[src/rtl/token_lexer_pkg.sv]
// Shared token and character definitions for the lexer and the parser.
package token_lexer_pkg;

  localparam int KIND_W  = 8;
  localparam int VALUE_W = 8;
  localparam int TOKEN_W = KIND_W + VALUE_W;

  localparam logic [KIND_W-1:0] TK_NUM  = 8'h00;
  localparam logic [KIND_W-1:0] TK_PLUS = 8'h01;
  localparam logic [KIND_W-1:0] TK_MUL  = 8'h02;
  localparam logic [KIND_W-1:0] TK_EOF  = 8'h03;

  localparam logic [7:0] ASCII_0     = 8'h30;
  localparam logic [7:0] ASCII_9     = 8'h39;
  localparam logic [7:0] ASCII_PLUS  = 8'h2B;
  localparam logic [7:0] ASCII_MUL   = 8'h2A;
  localparam logic [7:0] ASCII_SPACE = 8'h20;
  localparam logic [7:0] ASCII_TAB   = 8'h09;
  localparam logic [7:0] ASCII_CR    = 8'h0D;
  localparam logic [7:0] ASCII_LF    = 8'h0A;
  localparam logic [7:0] ASCII_NUL   = 8'h00;

  typedef enum logic [2:0] {
    S_IDLE,
    S_NUM,
    S_EMIT,
    S_DONE,
    S_ERROR
  } lex_state_t;

  function automatic logic [TOKEN_W-1:0] make_token(input logic [KIND_W-1:0] kind,
                                                    input logic [VALUE_W-1:0] value);
    return {kind, value};
  endfunction

endpackage

[src/rtl/token_lexer_char_class.sv]
// Combinational classification of one ASCII character.
module lexer_char_class
  import token_lexer_pkg::*;
(
  input  logic [7:0] ch,
  output logic       is_digit,
  output logic [3:0] digit,
  output logic       is_ws,
  output logic       is_plus,
  output logic       is_mul,
  output logic       is_nul
);

  // '0'..'9' are 0x30..0x39, so the low nibble is the digit value.
  assign is_digit = (ch >= ASCII_0) && (ch <= ASCII_9);
  assign digit    = is_digit ? ch[3:0] : 4'd0;
  assign is_ws    = (ch == ASCII_SPACE) || (ch == ASCII_TAB) ||
                    (ch == ASCII_CR)    || (ch == ASCII_LF);
  assign is_plus  = (ch == ASCII_PLUS);
  assign is_mul   = (ch == ASCII_MUL);
  assign is_nul   = (ch == ASCII_NUL);

endmodule

[src/rtl/token_lexer.sv]
// Byte-stream lexer: turns ASCII characters into {kind, value} tokens and
// offers each one to the parser until it is acknowledged.
//
// state   | meaning
// S_IDLE  | between tokens, classifying the next character
// S_NUM   | decimal literal open, accumulating digits
// S_EMIT  | token offered on o_valid/o_token, waiting for receive
// S_DONE  | EOF token acknowledged, absorbing until reset
// S_ERROR | lexical error, absorbing until reset
module token_lexer
  import token_lexer_pkg::*;
#(
  parameter int NUM_MAX = 255,
  parameter bit SKIP_WS = 1'b1
) (
  input  logic               clk,
  input  logic               rst,
  input  logic               i_valid,
  input  logic [7:0]         i_char,
  output logic               o_ready,
  output logic               o_valid,
  output logic [TOKEN_W-1:0] o_token,
  input  logic               receive,
  output logic               error,
  output logic               done
);

  lex_state_t         state, state_nxt;
  logic [7:0]         acc, acc_nxt;
  logic               eof, eof_nxt;
  logic [TOKEN_W-1:0] token, token_nxt;
  logic               ready_c;
  logic [11:0]        acc_ext;

  logic       is_digit, is_ws, is_plus, is_mul, is_nul;
  logic [3:0] digit;

  lexer_char_class u_class (
    .ch       (i_char),
    .is_digit (is_digit),
    .digit    (digit),
    .is_ws    (is_ws),
    .is_plus  (is_plus),
    .is_mul   (is_mul),
    .is_nul   (is_nul)
  );

  // 12 bits hold the worst case 255*10+9 so overflow is always visible.
  assign acc_ext = ({4'd0, acc} * 12'd10) + {8'd0, digit};

  // State, accumulator, EOF flag and offered token registers.
  always_ff @(posedge clk or posedge rst) begin
    if (rst) begin
      state <= S_IDLE;
      acc   <= 8'd0;
      eof   <= 1'b0;
      token <= '0;
    end else begin
      state <= state_nxt;
      acc   <= acc_nxt;
      eof   <= eof_nxt;
      token <= token_nxt;
    end
  end

  // Next-state, accumulator update and consume decision.
  always_comb begin
    state_nxt = state;
    acc_nxt   = acc;
    eof_nxt   = eof;
    token_nxt = token;
    ready_c   = 1'b0;
    case (state)
      S_IDLE: begin
        if (i_valid) begin
          if (is_digit) begin
            ready_c   = 1'b1;
            acc_nxt   = {4'd0, digit};
            state_nxt = S_NUM;
          end else if (is_ws && SKIP_WS) begin
            ready_c = 1'b1;
          end else if (is_plus) begin
            ready_c   = 1'b1;
            token_nxt = make_token(TK_PLUS, 8'h00);
            state_nxt = S_EMIT;
          end else if (is_mul) begin
            ready_c   = 1'b1;
            token_nxt = make_token(TK_MUL, 8'h00);
            state_nxt = S_EMIT;
          end else if (is_nul) begin
            ready_c   = 1'b1;
            token_nxt = make_token(TK_EOF, 8'h00);
            eof_nxt   = 1'b1;
            state_nxt = S_EMIT;
          end else begin
            state_nxt = S_ERROR;
          end
        end
      end
      S_NUM: begin
        if (i_valid) begin
          if (is_digit) begin
            ready_c = 1'b1;
            if (acc_ext > 12'(NUM_MAX)) state_nxt = S_ERROR;
            else                        acc_nxt   = acc_ext[7:0];
          end else begin
            // Terminator stays on the input and is handled from S_IDLE later.
            token_nxt = make_token(TK_NUM, acc);
            state_nxt = S_EMIT;
          end
        end
      end
      S_EMIT: begin
        if (receive) state_nxt = eof ? S_DONE : S_IDLE;
      end
      default: ;
    endcase
  end

  // Outputs decoded from the registered state; o_ready is forced low in reset.
  assign o_ready = ready_c && !rst;
  assign o_valid = (state == S_EMIT);
  assign o_token = token;
  assign error   = (state == S_ERROR);
  assign done    = (state == S_DONE);

endmodule

[config.mk]
export PLATFORM = sky130hd
export DESIGN_NAME = token_lexer
export DESIGN_NICKNAME = d
export VERILOG_FILES = /design/src/rtl/token_lexer_pkg.sv /design/src/rtl/token_lexer_char_class.sv /design/src/rtl/token_lexer.sv
export SDC_FILE = /design/constraint.sdc
export NUM_CORES = 1
export LEC_CHECK = 0
export BUFFER_PORTS_ARGS = -buffer_cell sky130_fd_sc_hd__buf_2
export CAP_MARGIN = 0
export CORE_UTILIZATION = 43
export DETAILED_ROUTE_END_ITERATION = 8
export PLACE_DENSITY = 0.61
export SETUP_SLACK_MARGIN = 0.3
export SKIP_CTS_REPAIR_TIMING = 1
export SLEW_MARGIN = 5
export SYNTH_ARGS = -nofsm -noshare
export SYNTH_HDL_FRONTEND = slang
export SYNTH_SLANG_ARGS = --single-unit
[constraint.sdc]
create_clock -name clk -period 5.4 [get_ports clk]
set_input_delay 0.27 -clock clk [delete_from_list [all_inputs] [get_ports clk]]
set_output_delay 0.27 -clock clk [all_outputs]
set_load 0.1 [all_outputs]
# After elaboration in Yosys (flattened, before gate mapping)
# Index checks and enable logic that the tools add are counted.
classes:
  n_addsub: 1
  order_cmp: 3
  n_eq_ne: 22
  bitwise_logic: 4
  div_mod_pow: 0
  n_reduce_logical: 14
  mul: 1
  mux: 37
  n_shift: 0
ops:
  columns: ["cell", "count"]
  rows:
  - ["2-to-1 mux 16 bit", 8]
  - ["2-to-1 mux 8 bit", 5]
  - ["one-hot mux 16 bit (2 select lines)", 1]
  - ["2-to-1 mux 3 bit", 10]
  - ["== test 8 x 4 -> 1 bit, second input constant", 3]
  - ["== test 8 x 6 -> 1 bit, second input constant", 3]
  - ["one-hot mux 8 bit (2 select lines)", 1]
  - ["AND reduction 7 bit", 2]
  - ["adder 12 x 4 -> 12 bit", 1]
  - ["> comparator 12 x 8 -> 1 bit, second input constant", 1]
  - ["inequality test 2 bit, second input constant", 6]
  - ["AND reduction 6 bit", 2]
  - ["multiplier 8 x 3 -> 11 bit, second input constant", 1]
  - ["one-hot mux 3 bit (3 select lines)", 1]
  - ["greater-or-equal comparator 8 x 6 -> 1 bit, second input constant", 1]
  - ["<= comparator 8 x 6 -> 1 bit, second input constant", 1]
  - ["zero test 8 bit", 1]
  - ["2-to-1 mux 1 bit", 8]
  - ["== test 3 x 2 -> 1 bit, second input constant", 2]
  - ["inequality test 2 x 1 -> 1 bit, second input constant", 3]
  - ["2-to-1 mux 4 bit", 1]
  - ["inequality test 4 bit, second input constant", 1]
  - ["NOT 1 bit", 4]
  - ["== test 3 x 1 -> 1 bit, second input constant", 1]
  - ["other kinds (11)", 14]
totals:
  romBits: 0
  regBits: 28
  output_inout_bits: 20
  n_memories: 0
  latch_bits: 0
  mem_bits_rw: 0
  word_cells: 86

# Depth between registers and ports, before layout
# Gate-level depths: netlist (run 1).
depth:
  word_depth: 9
  depth_mapped: 11
  depth_no_buf: 11

# Cells and area by module
# From an unflattened synthesis (run 1), not the netlist that was laid out.
hier_totals:
  hier_cells: 204
  hier_area_um2: 1806.7
modules_own_cells:
  columns: ["mod", "n_inst", "cells_each", "area_per_inst_um2"]
  rows:
  - ["token_lexer", 1, 184, 1674.1]
  - ["lexer_char_class", 1, 20, 132.6]

# Worst setup path before layout (run 1)
# OpenSTA, ideal clock, no wires.
synth_timing:
  kind: "register to register"
  startpoint: "reg state[0]"
  endpoint: "reg state[0]"
  slack_ps: 1510
  setup_ps: 124
  t_arrival_ps: 3766
  path_stages_with_launch: 6
  n_path_buf: 1
  synth_period_minus_slack_ps: 3890
  path_cell_list: "dfrtp_1 buf_4 nor3b_1 or3_4 nor3_4 a211o_2"
synth_via:
  elab_chain_cells: 3
synth_rtl:
  columns: ["element", "line_no", "rtl"]
  rows:
  - ["from (decl)", "token_lexer.sv:28", "lex_state_t state, state_nxt;"]
  - ["from (signal assigned)", "token_lexer.sv:59", "state <= state_nxt;"]
  - ["== test 3 x 2 -> 1 bit *", null, null]
  - ["named net o_valid", "token_lexer.sv:21", "output logic o_valid,"]
  - ["inequality test 2 x 1 -> 1 bit (no source line) / nonzero test 3 bit (equally long branches)", null, null]
  - ["AND reduction 6 bit (no source line)", null, null]
# The timed path passes the listed nets; every way through them passes the cells marked *.
# A chain may end at the register's enable or synchronous reset.

# Final worst setup path (run 1)
layout_timing:
  startpoint: "reg acc[1]"
  endpoint: "reg state[0]"
layout_via:
  elab_chain_cells: 5
layout_rtl:
  columns: ["element", "line_no", "rtl"]
  rows:
  - ["from (decl)", "token_lexer.sv:29", "logic [7:0] acc, acc_nxt;"]
  - ["from (signal assigned)", "token_lexer.sv:60", "acc <= acc_nxt;"]
  - ["multiplier 8 x 3 -> 11 bit", "token_lexer.sv:49", "assign acc_ext = ({4'd0, acc} * 12'd10) + {8'd0, digit};"]
  - ["adder 12 x 4 -> 12 bit", "token_lexer.sv:49", null]
  - ["> comparator 12 x 8 -> 1 bit", "token_lexer.sv:104", "if (acc_ext > 12'(NUM_MAX)) state_nxt = S_ERROR;"]
  - ["inequality test 3 bit (no source line)", null, null]
  - ["AND reduction 6 bit (no source line)", null, null]
# No other way between the ends.

==> out/metrics.csv, run 1 <==
stage,metric,value,unit
global_route,grt_pass1_wl,6740,um
clocking,clock-sinks,22,
logic_synthesis,synth_enable_flop_cells,0,
cells_and_area,fin_util,51.5,%
place,place.gp.congestion,0.815,
timing,skew,0.00519,ns
cells_and_area,layout.nets,237,
logic_synthesis,async_reset_ff_share,100,%
timing,finalSetupTns,0,ns
cells_and_area,fin_area,1960,sq um
timing,setup_viol,0,
logic_synthesis,ys_seq_area_share,31.1,%
cells_and_area,diodes,0,
timing,max_slew_margin,43.6,%
floorplanning,die_width,66.2,um
route,wirelength,3840,um
clocking,clk_path_buf_depth,2,
worst_setup_path,cp-startpoint,acc[1],
logic_synthesis,synthSimpleGateAreaFrac,21.5,%
worst_setup_path,worst_ep_required_time,5.55,ns
timing,finalCritPeriodShare,60.2,%
worst_setup_path,timing.rr.start,acc[1],
place,hpwl,3030,um
global_route,grt_util_all_layers,20.0,%
cells_and_area,instances_no_fill,255,
worst_setup_path,crit_arrival,3.41,ns
cells_and_area,syn_to_final_growth,10.6,%
clocking,cts_root_buffer,clkbuf_8,
logic_synthesis,syn_avg_cell_area,9.57,sq um
route,drtAntennaViolNets,0,
power,irDropWorstVdd,0.230,mV
logic_synthesis,synth_compound_area_share,20.1,%
worst_setup_path,end_kind,flop,
logic_synthesis,synth_seq_cells,22,
logic_synthesis,yosys_warnings,0,
logic_synthesis,ys_types,54,
route,viasPerCell,5.69,
cells_and_area,final_layout_size_suffix_gt1_share,23.2,%
timing,tightest_slew,0.845,ns
route,dr.pass1.iters,4,
route,route.vias.total,1451,
worst_setup_path,worstSetupStartpointType,flop,
hold_path,hold_class,in2async,
logic_synthesis,synthMuxAreaShare,5.30,%
flow_run,maxCapViolCount,0,
worst_setup_path,path_class,reg2reg,
cells_and_area,register_area,551,sq um
timing,grt_setup_unrepaired,no,
timing,finalHoldViolations,0,
outcome,status,"finished, final reports clean",
cells_and_area,n_fill_cell,367,
clocking,cts_max_level,1,
timing,finalCriticalPeriod,3.25,ns
clocking,cts_tree,yes,
logic_synthesis,synth.cell_area,1770,sq um
cells_and_area,multiInputGateArea,1120,sq um
timing,fmax,0.307,GHz
worst_setup_path,r2r-end,state[0],
global_route,grt_remaining_overflow,0,
worst_setup_path,reg2regPathDepth,9,
global_route,grt_max_degree,23,
floorplanning,die_area,4380,sq um
power,leakage,0.000971,uW
route,drc,0,
logic_synthesis,synth_adder_area_share,12.9,%
floorplanning,die_h,66.2,um
global_route,grt_pass1_vias,1453,
logic_synthesis,synth_xor_area_share,2.47,%
logic_synthesis,synth_top_family_by_area,simple AND/OR/NAND/NOR gates,
clocking,clock_latency,0.26,ns
logic_synthesis,syn_inst,185,
logic_synthesis,synthFlopType,dfrtp_1,
floorplanning,start_util,46.6,%
power,powerDensity,374,nW/um^2
place,portBuffers,25,
place,placedCellCount,251,
global_route,grt_antenna_before_repair,0,
floorplanning,core,3800,sq um
clocking,cts_buffers,3,
clocking,clkSlewWorstSetupHoldPaths,0.08,ns
route,wl_per_cell,15.0,um
place,placed_area,1890,sq um
route,drt-initial-drc-count,79,
floorplanning,ios,32,
worst_setup_path,r2r_setup_slack,2.15,ns
timing,slew_viol_final,0,
worst_setup_path,crit_fanout,7,
floorplanning,row_count,22,
==> report_power, final <==
part           leakage (uW)  switching [uW]  internal, uW
sequential         0.000290            35.1           192
combinational      0.000646             247           104
clock             0.0000357            55.2          99.1
==> critical path, cell delays in order (launching register included) <==
cell and delay [ns]:
dfrtp_1 0.46, ha_1 0.32, ha_1 0.24, fa_1 0.44, and3_1 0.20, or3_1 0.36, and3_1 0.20, a211oi_1 0.46
nor3_4 0.14, a211o_2 0.32
==> stage by stage <==
stage               setup WS (ns)  hold WS [ns]  total power [uW]
floorplan                    1.51         0.259               534
global placement             2.26         0.458               572
detailed placement           2.17         0.462               579
CTS                          2.15         0.215               735
global route                 1.98         0.270               773
finish                       2.15         0.177               732
==> cell type report <==
class / count / share of cell area (%)
Tap cell: 48 / 3.07
Clock buffer: 3 / 2.11
Inverter: 5 / 0.958
Timing Repair Buffer: 26 / 6.77
Sequential cell: 22 / 28.1
Multi-Input combinational cell: 150 / 57.4
Clock inverter: 1 / 1.53
==> synth_stat cells, drive strengths merged, types with 2 or more instances <==
library cell  count  area, sq um
a211o             4         37.5
ha               15          188
nor2              7         26.3
nand3             2         10.0
nor4              2         12.5
nand4             2         12.5
mux2              7         93.8
and3              6         37.5
fa                2         40.0
o31ai             5         37.5
nand2            19         71.3
buf              10         78.8
inv               5         18.8
or3b              2         20.0
dfrtp            22          551
a21oi             7         35.0
o22ai             2         12.5
clkbuf            2         7.51
and2              3         18.8
a21o              4         30.0
xor2              3         26.3
o21ai            13         65.1
nor3              5         36.3
nor3b             5         37.5
xnor2             2         17.5
or3               3         25.0
o21a              2         15.0
a211oi            5         37.5
==> layout by cell type (no fill, tap or decap), types with 3 or more instances in the layout <==
master    instances
nand2_1          19
clkbuf_8          3
a21oi_1           7
nor3_1            4
a21o_1            4
ha_1             15
dfrtp_1          22
conb_1            6
buf_2            25
inv_1             5
o21ai_0          13
a211oi_1          5
xor2_1            3
nor2_1            7
mux2_2            3
and3_1            6
nor3b_1           5
o31ai_1           5
and2_1            3
mux2_4            4
==> layer usage <==
metal	vias to the layer above	GRT usage [%]	routed length, um
met5	-	0	0
met4	0	1.60	14
met3	2	3.62	121
met2	30	34.7	1840
met1	692	26.8	1860
li1	727	-	-
==> worst max path at each step <==
| stage | to | slack, ns | cells past startpoint |
|---|---|---|---|
| after floorplan | state[0] | 1.51 | 5 |
| after global placement | state[0] | 2.26 | 9 |
| after detailed placement | state[0] | 2.17 | 9 |
| after CTS | state[0] | 2.15 | 9 |
| after global routing | state[0] | 1.98 | 9 |
| final | state[0] | 2.15 | 9 |
==> registers in the layout (all words and copies together) (netlist names) <==
register and flops:
o_token 10, acc 8, state 3, eof 1
==> cells by family after synthesis <==
group | Yosys count
other | 1
muxes | 7
DFF | 22
buffers and inverters | 18
and+or+nand+nor | 65
AOI/OAI and AO/OA | 50
xor gates and xnor gates | 5
adders and majority gates | 17
No activity file was read; power rests on OpenSTA's default activity.
==> run 2, diff against run 1 <==
--- a/config.mk
+++ b/config.mk
@@ -5,11 +5,12 @@
 export SDC_FILE = /design/constraint.sdc
 export NUM_CORES = 1
 export LEC_CHECK = 0
+export ABC_AREA = 1
 export BUFFER_PORTS_ARGS = -buffer_cell sky130_fd_sc_hd__buf_2
 export CAP_MARGIN = 0
 export CORE_UTILIZATION = 43
 export DETAILED_ROUTE_END_ITERATION = 8
-export PLACE_DENSITY = 0.61
+export PLACE_DENSITY = 0.64
 export SETUP_SLACK_MARGIN = 0.3
 export SKIP_CTS_REPAIR_TIMING = 1
 export SLEW_MARGIN = 5
==> constraint.sdc (replaced) <==
create_clock -name clk -period 2.7 [get_ports clk]
set_input_delay 0.135 -clock clk [delete_from_list [all_inputs] [get_ports clk]]
set_output_delay 0.135 -clock clk [all_outputs]
set_load 0.1 [all_outputs]
==> out/metrics.csv, run 2 <==
stage,metric,value,unit,change
worst_setup_path,crit_arrival,2.61,ns,-0.80 ns
route,wl_per_cell,12.1,um,-20%
clocking,cts_max_level,1,,unchanged
clocking,cts_root_buffer,clkbuf_8,,
logic_synthesis,async_reset_ff_share,100,%,unchanged
timing,finalCritPeriodShare,89.2,%,+29 points
worst_setup_path,worst_ep_required_time,2.91,ns,-2.64 ns
floorplanning,die_width,66.2,um,about the same
worst_setup_path,worstSetupStartpointType,flop,,
cells_and_area,final_cell_mix,"79 x nand2_1, 24 x buf_2, 22 x inv_1, 19 x nor2_1, 19 x nand3_1",,
clocking,clkSlewWorstSetupHoldPaths,0.08,ns,about the same
worst_setup_path,path_class,reg2reg,,
logic_synthesis,yosys.area.top_type_share,31.1,%,about the same
place,post-place-ws,0.200,ns,-1.97 ns
global_route,grt_remaining_overflow,0,,unchanged
timing,setup_viol,0,,unchanged
power,irDropWorstVdd,0.162,mV,-30%
timing,max_slew_margin,50.0,%,+6.3 points
logic_synthesis,synthTopCellsByCount,"88 x nand2_1, 25 x nand3_1, 24 x inv_1",,
cells_and_area,layout.nets,322,,+36%
floorplanning,die_area,4380,sq um,about the same
timing,finalHoldViolations,0,,unchanged
cells_and_area,syn_to_final_growth,30.9,%,
place,place.gp.congestion,0.899,,+10%
floorplanning,ios,32,,unchanged
timing,grt_setup_unrepaired,yes,,
logic_synthesis,synthSimpleGateAreaFrac,36.9,%,+15 points
global_route,grt_util_all_layers,18.8,%,-1.3 points
cells_and_area,n_fill_cell,360,,-1.9%
power,powerDensity,302,nW/um^2,-19%
worst_setup_path,end_kind,flop,,
timing,skew,0.0104,ns,+0.00518 ns
place,portBuffers,25,,unchanged
logic_synthesis,synth.most_common_cell,nand2_1,,
clocking,clock_latency,0.26,ns,about the same
cells_and_area,largest_reg_flops,10,,unchanged
logic_synthesis,synth.cell_area,1770,sq um,about the same
power,leakage,0.00123,uW,+26%
timing,worst_slack,0.292,ns,-1.86 ns
route,drc,0,,unchanged
cells_and_area,final_layout_size_suffix_gt1_share,30.5,%,+7.3 points
timing,fmax,0.415,GHz,+35%
floorplanning,start_util,46.6,%,about the same
route,viasPerCell,4.94,,-13%
clocking,clk_path_buf_depth,2,,unchanged
global_route,grt_max_degree,24,,+4.3%
logic_synthesis,synth_adder_area_share,12.9,%,about the same
worst_setup_path,crit_fanout,6,,-1
logic_synthesis,synth_seq_cells,22,,unchanged
timing,slew_viol_final,0,,unchanged
logic_synthesis,ys_types,28,,-48%
logic_synthesis,synth_top_area_cell,dfrtp_1,,
route,wirelength,4100,um,+7.0%
power,finalPower,700,uW,-4.3%
cells_and_area,layout_commonest_cell,nand2_1,,
logic_synthesis,ys_seq_area_share,31.1,%,about the same
floorplanning,row_count,22,,unchanged
logic_synthesis,synth_top_family_by_area,simple AND/OR/NAND/NOR gates,,
clocking,cts_buffers,3,,unchanged
route,drt-initial-drc-count,92,,+16%
logic_synthesis,syn_inst,252,,+36%
place,hpwl,3040,um,+0.36%
cells_and_area,diodes,0,,unchanged
logic_synthesis,synth_compound_area_share,8.33,%,-12 points
clocking,clock-sinks,22,,unchanged
flow_run,maxCapViolCount,0,,unchanged
logic_synthesis,synth.area.top_cells,"dfrtp_1 31%, nand2_1 19%, ha_1 11%",,
logic_synthesis,synthMuxAreaShare,0,%,-5.3 points
outcome,status,"finished, final reports clean",,
global_route,grt_antenna_before_repair,0,,unchanged
route,route.vias.total,1679,,+16%
timing,finalCriticalPeriod,2.41,ns,-0.844 ns
logic_synthesis,synthFlopType,dfrtp_1,,
logic_synthesis,synth_xor_area_share,1.48,%,-0.99 points
timing,finalSetupTns,0,ns,unchanged
route,dr.pass1.iters,4,,unchanged
floorplanning,die_h,66.2,um,about the same
timing,tightest_slew,0.749,ns,-0.0963 ns
logic_synthesis,synth_enable_flop_cells,0,,unchanged
logic_synthesis,yosys_warnings,0,,unchanged
global_route,grt_pass1_wl,6330,um,-6.1%
hold_path,hold_class,in2reg,,
route,drtAntennaViolNets,0,,unchanged
global_route,grt_pass1_vias,1436,,-1.2%
clocking,cts_tree,yes,,
floorplanning,core,3800,sq um,unchanged
logic_synthesis,syn_avg_cell_area,7.03,sq um,-27%
## run 2: cell types whose count changed in the layout (fill, tap and decap cells not counted), moves of 7 or more
cell,before,now
buf_4,1,14
nor2_1,7,19
nand2_1,19,79
inv_1,5,22
o21ai_1,0,11
ha_1,15,8
nand2_2,0,10
o21ai_0,13,5
nand3_1,2,19
## run 2: worst paths after layout
kind,startpoint,endpoint,slack (ns),cells after the start
max in group asynchronous,rst,acc[0],2.01,4
setup reg to reg,acc[2],acc[1],0.29,14
hold reg to reg,eof,eof,0.48,2
hold / removal,i_valid,eof,0.15,3
setup / recovery,acc[2],acc[1],0.29,14
min in group asynchronous,rst,acc[1],0.44,4
## run 2: cells by family (layout without fill, tap and decap cells)
group,after synthesis,in the layout
buffers and inverters,35,70
flip-flops,22,22
XOR/XNOR,3,3
AO/OA/AOI/OAI,27,27
other,1,6
adder cells (fa/ha/maj),17,17
AND/OR/NAND/NOR,147,147
## run 2: critical path: stages (launching register included)
cell and delay (ns):
dfrtp_2 0.47, ha_2 0.21, ha_4 0.16, fa_2 0.53, nand2_2 0.06, inv_2 0.07, nand2_4 0.06, nor2_4 0.13
nand2_2 0.06, nand2_2 0.10, nand4_4 0.08, nand2_4 0.13, buf_12 0.13, nand3_1 0.06, nand2_1 0.10
## run 2: layout make-up
type	count	area, sq um	share of cell area (%)
multi-input cells	200	1270	54.9
clock inverters	1	30.0	1.29
flip-flops and latches	22	556	23.9
inverters	25	97.6	4.21
well taps	48	60.1	2.59
repair buffers	41	263	11.3
clock buffers	3	41.3	1.78
## run 2: layer usage
layer  global-route usage, %  vias to the layer above  wire length (um)
met5                       0                        -                 0
met4                    5.59                        0                42
met3                   0.862                        4               144
met2                    29.7                       36              1880
met1                    27.4                      749              2040
li1                        -                      890                 -
## run 2: metrics by stage
stage / area [sq um] / std cells / util, % / hold WS, ns
3_3_place_gp: 1960 / 326 / 51.5 / 0.181
5_1_grt: 2320 / 340 / 61.1 / 0.161
3_5_place_dp: 1960 / 326 / 51.5 / 0.183
6_report: 2320 / 340 / 61.1 / 0.151
4_1_cts: 2030 / 330 / 53.4 / -0.100
2_1_floorplan: 1800 / 257 / - / 0.133
## run 2: report_power, final
group          internal [uW]  switching, uW  total (uW)
Combinational           12.8           57.6        70.4
Clock                    198            103         301
Sequential               329              0         329
Total                    540            160         700
==> run 3, diff against run 2 <==
--- a/config.mk
+++ b/config.mk
@@ -9,8 +9,11 @@
 export BUFFER_PORTS_ARGS = -buffer_cell sky130_fd_sc_hd__buf_2
 export CAP_MARGIN = 0
 export CORE_UTILIZATION = 43
+export CTS_BUF_LIST = sky130_fd_sc_hd__clkbuf_8
 export DETAILED_ROUTE_END_ITERATION = 8
+export GPL_TIMING_DRIVEN = 0
 export PLACE_DENSITY = 0.64
+export RECOVER_POWER = 100
 export SETUP_SLACK_MARGIN = 0.3
 export SKIP_CTS_REPAIR_TIMING = 1
 export SLEW_MARGIN = 5
==> out/metrics.csv, run 3 (synthesis gave the netlist of run 2 again) <==
stage,metric,value,unit,change
route,drtAntennaViolNets,0,,unchanged
clocking,clk_path_buf_depth,2,,unchanged
clocking,cts_tree,yes,,
floorplanning,die_area,4380,sq um,unchanged
worst_setup_path,reg2regPathDepth,14,,unchanged
floorplanning,ios,32,,unchanged
worst_setup_path,timing.rr.start,acc[3],,
clocking,cts_root_buffer,clkbuf_8,,
worst_setup_path,end_kind,flop,,
clocking,cts_buffers,3,,unchanged
route,viasPerCell,4.81,,-2.5%
floorplanning,row_count,22,,unchanged
cells_and_area,multiInputGateArea,1270,sq um,about the same
worst_setup_path,r2r_setup_slack,0.22,ns,-0.07 ns
worst_setup_path,slowest_stage,fa_2,,
global_route,met3_usage,1.03,%,+0.17 points
place,hpwl,2880,um,-5.3%
timing,finalSetupTns,0,ns,unchanged
cells_and_area,diodes,0,,unchanged
global_route,grt_pass1_vias,1476,,+2.8%
clocking,clkSlewWorstSetupHoldPaths,0.07,ns,about the same
timing,slew_viol_final,0,,unchanged
cells_and_area,fin_util,59.5,%,-1.6 points
cells_and_area,layout.nets,325,,+0.93%
global_route,grt_antenna_before_repair,0,,unchanged
timing,max_slew_margin,22.7,%,-27 points
hold_path,hold_class,in2async,,
global_route,grt_remaining_overflow,0,,unchanged
route,route.vias.total,1646,,-2.0%
floorplanning,core,3800,sq um,unchanged
clocking,clock_latency,0.25,ns,about the same
route,dr.pass1.iters,4,,unchanged
cells_and_area,layout_commonest_cell,nand2_1,,
timing,grt_setup_unrepaired,yes,,
route,wirelength,3780,um,-7.8%
global_route,gr-usage-met1,26.5,%,-0.91 points
worst_setup_path,crit_fanout,4,,-2
cells_and_area,register_area,556,sq um,unchanged
global_route,grt_max_degree,24,,unchanged
power,irDropWorstVdd,0.132,mV,-19%
global_route,grt_pass1_wl,6400,um,+1.2%
worst_setup_path,r2r-end,state[0],,
timing,finalHoldViolations,0,,unchanged
flow_run,maxCapViolCount,0,,unchanged
cells_and_area,syn_to_final_growth,27.5,%,
route,wl_per_cell,11.1,um,-8.3%
clocking,cts_max_level,1,,unchanged
route,drc,0,,unchanged
global_route,grt_util_all_layers,18.7,%,-0.050 points
worst_setup_path,path_class,reg2reg,,
timing,finalCritPeriodShare,91.7,%,+2.5 points
place,placed_area,1980,sq um,+1.2%
power,powerDensity,264,nW/um^2,-13%
power,finalPower,596,uW,-15%
floorplanning,start_util,46.6,%,unchanged
route,drt-initial-drc-count,69,,-25%
timing,finalCriticalPeriod,2.48,ns,+0.0675 ns
worst_setup_path,worstSetupStartpointType,flop,,
place,post-place-ws,0.0950,ns,-0.104 ns
global_route,use_met2,30.4,%,+0.64 points
worst_setup_path,critPathMaxStageDelay,0.55,ns,+0.02 ns
floorplanning,die_h,66.2,um,unchanged
cells_and_area,final_layout_size_suffix_gt1_share,26.9,%,-3.6 points
worst_setup_path,crit_arrival,2.63,ns,+0.02 ns
timing,fmax,0.404,GHz,-2.7%
global_route,grt.busiest_layer,met2,,
cells_and_area,largest_reg_flops,10,,unchanged
place,place.gp.congestion,0.893,,-0.67%
place,portBuffers,25,,unchanged
floorplanning,die_width,66.2,um,unchanged
timing,setup_viol,0,,unchanged
power,leakage,0.00118,uW,-4.1%
timing,tightest_slew,1.16,ns,+0.416 ns
worst_setup_path,path_cells,ha_4 -> ha_4 -> fa_2 -> nand2_2 -> inv_2 -> nand2_4 -> nor2_4 -> nand3_2 -> inv_1 -> nor2_2 -> nand3_1 -> nand2_2 -> nand2_1 -> nand2_1,,
timing,skew,0.00224,ns,-0.00813 ns
cells_and_area,fin_area,2260,sq um,-2.6%
timing,worst_slack,0.224,ns,-0.0675 ns
cells_and_area,final_cell_mix,"76 x nand2_1, 23 x inv_1, 20 x nand3_1, 19 x nor2_1, 18 x dfrtp_1",,
cells_and_area,n_fill_cell,379,,+5.3%
outcome,status,"finished, final reports clean",,
worst_setup_path,worst_ep_required_time,2.85,ns,-0.06 ns
clocking,clock-sinks,22,,unchanged
run 3: layer usage:
layer | share of wire (%) | wire length (um) | up-vias
met3 | 3.0 | 112 | 4
met5 | 0 | 0 | -
li1 | - | - | 889
met4 | 1.1 | 40 | 0
met2 | 44 | 1670 | 35
met1 | 52 | 1970 | 718
run 3: cell type report:
| cell class | count | share of cell area [%] |
|---|---|---|
| Buffer | 10 | 2.93 |
| Clock buffer | 3 | 1.83 |
| Inverter | 25 | 4.15 |
| Multi-Input combinational cell | 201 | 56.4 |
| Sequential cell | 22 | 24.6 |
| Tap cell | 48 | 2.66 |
| Timing Repair Buffer | 33 | 7.48 |
run 3: worst max-delay path: cells and delay by family, from the launching register on:
kind,cells,cell delay (ns)
fa+ha+maj,3,0.99
buf+inv,2,0.15
flops,1,0.45
simple gates,9,0.78
run 3: power breakdown:
group	internal, uW	leakage, uW	switching (uW)
logic	16.4	0.000865	58.2
clock network	99.2	0.0000216	92.6
registers	329	0.000290	0
run 3: worst max-delay path by stage:
stage | from | to | slack [ns] | depth (start not counted)
after detailed placement | acc[1] | state[0] | 0.1 | 11
after global routing | acc[3] | state[0] | 0.06 | 14
final | acc[3] | state[0] | 0.22 | 14
after floorplan | acc[1] | acc[1] | 0.35 | 14
after global placement | acc[1] | state[1] | 0.13 | 12
after CTS | acc[1] | state[0] | 0.08 | 12
run 3: per-stage QoR:
stage	cells	hold slack, ns
floorplan	257	0.133
global placement	330	0.332
detailed placement	330	0.328
CTS	333	0.0529
global route	342	0.101
finish	342	0.0188
